`src/rtl/alu_pkg.sv`:
```
// Shared opcode encodings and result-flag helpers for the pipelined ALU.
package alu_pkg;
  localparam logic [2:0] OP_ADD = 3'b000;
  localparam logic [2:0] OP_SUB = 3'b001;
  localparam logic [2:0] OP_SHL = 3'b010;
  localparam logic [2:0] OP_SHR = 3'b011;
  localparam logic [2:0] OP_AND = 3'b100;
  localparam logic [2:0] OP_OR  = 3'b101;
  localparam logic [2:0] OP_XOR = 3'b110;
  localparam logic [2:0] OP_EQ  = 3'b111;
endpackage

```
`src/rtl/alu_core.sv`:
```
// Combinational ALU datapath: (a, b, op) -> (result, carry, signed overflow).
module alu_core
  import alu_pkg::*;
#(
  parameter int WIDTH = 8
) (
  input  logic [WIDTH-1:0] a_i,
  input  logic [WIDTH-1:0] b_i,
  input  logic [2:0]       op_i,
  output logic [WIDTH-1:0] res_o,
  output logic             carry_o,
  output logic             ovf_o
);
  localparam int SHW = $clog2(WIDTH);

  logic [SHW-1:0] w_s;
  logic           w_s_ok;
  logic [WIDTH:0] w_sum;
  logic [WIDTH:0] w_dif;
  logic [WIDTH:0] w_shl;
  logic [WIDTH:0] w_shr;

  assign w_s    = b_i[SHW-1:0];
  assign w_s_ok = (32'(w_s) < 32'(WIDTH));
  assign w_sum  = {1'b0, a_i} + {1'b0, b_i};
  assign w_dif  = {1'b0, a_i} - {1'b0, b_i};
  // Extra bit on the far side of each shift catches the last bit shifted out.
  assign w_shl  = {1'b0, a_i} << w_s;
  assign w_shr  = {a_i, 1'b0} >> w_s;

  always_comb begin
    res_o   = '0;
    carry_o = 1'b0;
    ovf_o   = 1'b0;
    unique case (op_i)
      OP_ADD: begin
        res_o   = w_sum[WIDTH-1:0];
        carry_o = w_sum[WIDTH];
        ovf_o   = (a_i[WIDTH-1] == b_i[WIDTH-1]) &
                  (w_sum[WIDTH-1] != a_i[WIDTH-1]);
      end
      OP_SUB: begin
        res_o   = w_dif[WIDTH-1:0];
        carry_o = w_dif[WIDTH];
        ovf_o   = (a_i[WIDTH-1] != b_i[WIDTH-1]) &
                  (w_dif[WIDTH-1] != a_i[WIDTH-1]);
      end
      OP_SHL: begin
        if (w_s_ok) begin
          res_o   = w_shl[WIDTH-1:0];
          carry_o = w_shl[WIDTH];
        end
      end
      OP_SHR: begin
        if (w_s_ok) begin
          res_o   = w_shr[WIDTH:1];
          carry_o = w_shr[0];
        end
      end
      OP_AND: res_o = a_i & b_i;
      OP_OR:  res_o = a_i | b_i;
      OP_XOR: res_o = a_i ^ b_i;
      OP_EQ:  res_o = {{(WIDTH-1){1'b0}}, (a_i == b_i)};
      default: res_o = '0;
    endcase
  end
endmodule

```
`src/rtl/alu_pipe.sv`:
```
// Two-stage ALU pipeline: operand register, then result register,
// with valid/ready on both sides and a pass-through tag.
module alu_pipe
  import alu_pkg::*;
#(
  parameter int WIDTH = 8,
  parameter int TAG_W = 4
) (
  input  logic             clk,
  input  logic             reset,
  input  logic             in_valid,
  output logic             in_ready,
  input  logic [WIDTH-1:0] a_i,
  input  logic [WIDTH-1:0] b_i,
  input  logic [2:0]       op_i,
  input  logic [TAG_W-1:0] tag_i,
  output logic             out_valid,
  input  logic             out_ready,
  output logic [WIDTH-1:0] alu_o,
  output logic             carry_o,
  output logic             zero_o,
  output logic             neg_o,
  output logic             ovf_o,
  output logic [TAG_W-1:0] tag_o
);
  logic             r_s1_valid;
  logic [WIDTH-1:0] r_a;
  logic [WIDTH-1:0] r_b;
  logic [2:0]       r_op;
  logic [TAG_W-1:0] r_s1_tag;

  logic             r_out_valid;
  logic [WIDTH-1:0] r_res;
  logic             r_carry;
  logic             r_zero;
  logic             r_neg;
  logic             r_ovf;
  logic [TAG_W-1:0] r_tag;

  logic             w_adv2;
  logic             w_acc;
  logic [WIDTH-1:0] w_res;
  logic             w_carry;
  logic             w_ovf;

  assign w_adv2   = r_s1_valid & (~r_out_valid | out_ready);
  assign in_ready = ~r_s1_valid | w_adv2;
  assign w_acc    = in_valid & in_ready;

  alu_core #(.WIDTH(WIDTH)) u_core (
    .a_i     (r_a),
    .b_i     (r_b),
    .op_i    (r_op),
    .res_o   (w_res),
    .carry_o (w_carry),
    .ovf_o   (w_ovf)
  );

  // Operands only load on accept, so idle-cycle X never reaches the core.
  always_ff @(posedge clk) begin
    if (reset) begin
      r_s1_valid <= 1'b0;
      r_a        <= '0;
      r_b        <= '0;
      r_op       <= OP_ADD;
      r_s1_tag   <= '0;
    end else if (w_acc) begin
      r_s1_valid <= 1'b1;
      r_a        <= a_i;
      r_b        <= b_i;
      r_op       <= op_i;
      r_s1_tag   <= tag_i;
    end else if (w_adv2) begin
      r_s1_valid <= 1'b0;
    end
  end

  always_ff @(posedge clk) begin
    if (reset) begin
      r_out_valid <= 1'b0;
      r_res       <= '0;
      r_carry     <= 1'b0;
      r_zero      <= 1'b0;
      r_neg       <= 1'b0;
      r_ovf       <= 1'b0;
      r_tag       <= '0;
    end else if (w_adv2) begin
      r_out_valid <= 1'b1;
      r_res       <= w_res;
      r_carry     <= w_carry;
      r_zero      <= (w_res == '0);
      r_neg       <= w_res[WIDTH-1];
      r_ovf       <= w_ovf;
      r_tag       <= r_s1_tag;
    end else if (out_ready) begin
      r_out_valid <= 1'b0;
    end
  end

  assign out_valid = r_out_valid;
  assign alu_o     = r_res;
  assign carry_o   = r_carry;
  assign zero_o    = r_zero;
  assign neg_o     = r_neg;
  assign ovf_o     = r_ovf;
  assign tag_o     = r_tag;
endmodule

```
`config.mk`:
```
export PLATFORM = sky130hd
export DESIGN_NAME = alu_pipe
export DESIGN_NICKNAME = d
export VERILOG_FILES = /design/src/rtl/alu_pkg.sv /design/src/rtl/alu_core.sv /design/src/rtl/alu_pipe.sv
export SDC_FILE = /design/constraint.sdc
export NUM_CORES = 1
export LEC_CHECK = 0
export BUFFER_PORTS_ARGS = -buffer_cell sky130_fd_sc_hd__buf_2
export CAP_MARGIN = 20
export CORE_MARGIN = 5
export CORE_UTILIZATION = 50
export DETAILED_ROUTE_END_ITERATION = 10
export GPL_TIMING_DRIVEN = 0
export PLACE_DENSITY = 0.7
export SLEW_MARGIN = 20
export SYNTH_ARGS = -nofsm -noshare
export SYNTH_HDL_FRONTEND = slang
export SYNTH_HIERARCHICAL = 1
export SYNTH_SLANG_ARGS = --single-unit
```
`constraint.sdc`:
```
create_clock -name clk -period 3.5 [get_ports clk]
set_input_delay 0.525 -clock clk [delete_from_list [all_inputs] [get_ports clk]]
set_output_delay 0.525 -clock clk [all_outputs]
set_load 0.005 [all_outputs]
```
==> results.ini <==
[outcome]
outcome=completed

[worst_setup_path]
cp.buffers_inverters=2
path_max_fanout=8
worstPathCellList=clkbuf_1 > inv_1 > ha_1 > or4_4 > nor4_2 > a31oi_1 > mux4_2 > nand2_1 > nor4_1 > nand4_1 > a21oi_1
cpPeakStageDelay_ps=590
slowest_stage=or4_4
path_class=flip-flop to flip-flop
worstSetupEndpointType=flip-flop
cp-start-kind=flip-flop
rrSetupSlack_ps=200
arrival_ps=3500
crit_family=simple AND/OR/NAND/NOR gates
crit_required_ps=3690

[timing]
fin_setup_tns_ps=0
setup-violations-final=0
hold_viol_final=0
fmaxAchievable_ghz=0.303
fin_ws_ps=199
min_period_ps=3300
period_share=0.943
fin_skew_ps=10.3
rsz0062_at_grt=no
tightest_slew_ps=492
slew_headroom=0.669
slew_violations=0

[clock_tree]
postCtsHoldBufs=0
cts-root-buf=clkbuf_8
path_clk_slew_ps=80
numCtsBuffers=5
htreeDepth=2
clock_latency_ps=300
cts.sinks=40
cts_tree=done
cts_buffer_depth=2

[route]
drt_iter0_drc=313
drcViolationCount=0
detail_route.wl_per_cell_um=16.3
drt-vias-per-instance=5.72
drtAntennaViolNets=0
routed-via-count=3400
wirelength_um=9660
drt_first_pass_iters=5

[placed_design]
portBuffers=43
gp_congestion=0.956
place_ws_ps=146
hpwl_um=7510

[power_and_ir_drop]
vdd_drop_max_uv=241
p_leak_nw=1.71
power_density_nw_per_um2=327

[global_route]
grt.total_usage=0.213
grt_max_degree=13
grt_overflow_total=0
antenna_found_initial=0
grt_pass1_vias=3046
grt_pass1_wl_um=15100

[floorplan]
die_height_um=94.9
die_x_um=94.9
initial_core_util=0.505
core_area_um2=7140
die_area_um2=9010
rows=31
io_pins=45

[job]
drv_cap=0

[synthesis]
synthTopCellsByCount=nand2b_1, dfxtp_1, mux2i_1, o21ai_0, a21oi_1
synth_ff_type=dfxtp_1
syn_inst=442
synth_cell_type_count=62
yosys_warnings=6
yosysSeqAreaShare=0.222
async_flop_share=0
yosysMostFrequentCell=nand2b_1
avgSynthCellArea_um2=8.16
synth-edff-count=0
synth_top_area_share=0.222
ys_seq_elements=40
synth_fp_nets=497
syn-cell-area_um2=3610
synth_area_leaders=dfxtp_1, mux2i_1, nand2b_1, ha_1, o21ai_0
synth_top_area_cell=dfxtp_1

[layout]
diodes=0
fillers=694
drive_gt1_frac=0.198
final_nets=549
area_delta_synth_final_pct=13.3

[min_path]
hold_path_class=flip-flop to flip-flop

logic make-up after synthesis:
group           synth area share
flops                      0.222
fa+ha+maj                  0.101
xor+xnor                  0.0194
mux                        0.150
simple gates               0.226
buf+inv                   0.0912
compound gates             0.190
routing by layer:
metal  up-vias  part of all wire  track usage
met5         -                 0            0
met4         0             0.013       0.0421
met3        16             0.060       0.0303
met1      1608              0.44        0.281
met2       124              0.48        0.369
li1       1652                 -            -
power by group:
group          switching, W  internal, W  leakage, nW
clock network      0.000165     0.000212       0.0552
registers         0.0000329     0.000481        0.328
logic              0.000246     0.000199         1.32
flip-flops by register name, indices dropped and copies added, names as in the netlist, 3 cells and up:
| signal | count |
|---|---|
| alu_o | 8 |
| r_op | 3 |
| r_a | 8 |
| tag_o | 4 |
| r_b | 8 |
| r_s1_tag | 4 |
cell usage in the layout (no fill, tap or decap), types with 5 or more instances in the layout:
master	netlist	final
clkbuf_1	8	9
nor2_1	17	17
inv_1	24	24
nand2b_1	53	53
mux2i_1	36	36
nand2_1	29	29
nor2b_1	6	6
buf_2	17	60
mux4_2	7	7
o21ai_0	36	36
ha_1	26	26
a21oi_1	33	33
nor3_1	6	6
xnor2_1	6	6
clkbuf_8	0	5
nand3_1	19	19
dfxtp_1	40	40
path summary, 6_finish.rpt:
| kind | from | end | depth (start not counted) |
|---|---|---|---|
| worst max-delay path | r_a[7] | zero_o | 11 |
| worst min register to register | alu_o[3] | alu_o[3] | 2 |
| worst max register to register | r_a[7] | zero_o | 11 |
| worst min-delay path | alu_o[3] | alu_o[3] | 2 |
per-stage QoR:
step / area [µm²] / utilization / std cells / hold slack (ps) / total power, W
2_1_floorplan: 3610 / - / 442 / 444 / 0.000837
3_3_place_gp: 3950 / 0.553 / 584 / 456 / 0.000944
3_5_place_dp: 3950 / 0.553 / 584 / 466 / 0.000954
4_1_cts: 4050 / 0.568 / 592 / 477 / 0.00133
5_1_grt: 4090 / 0.573 / 594 / 481 / 0.00140
6_report: 4090 / 0.573 / 594 / 475 / 0.00133
worst min-delay path, delay by kind of cell, from the launching register on:
| family | cells | cell delay (ps) |
|---|---|---|
| flip-flops | 1 | 310 |
| AO/OA/AOI/OAI | 2 | 120 |
area by class of cell:
| class | count | area (µm²) | area share |
|---|---|---|---|
| inverter | 26 | 101 | 0.0248 |
| tap | 99 | 124 | 0.0303 |
| buffer | 37 | 231 | 0.0566 |
| clock buffer | 6 | 72.6 | 0.0178 |
| sequential | 40 | 801 | 0.196 |
| timing repair buffer | 45 | 230 | 0.0563 |
| multi-input combinational | 339 | 2490 | 0.610 |
| clock inverter | 2 | 35.0 | 0.00857 |
timing repair:
action                                  4_1_cts  5_1_grt
endpoints found under the hold margin         0        0
gates resized for setup                       0        3
endpoints found under the setup margin        0        1
buffers inserted                              0        2
Power figures use the tool's default switching activity.
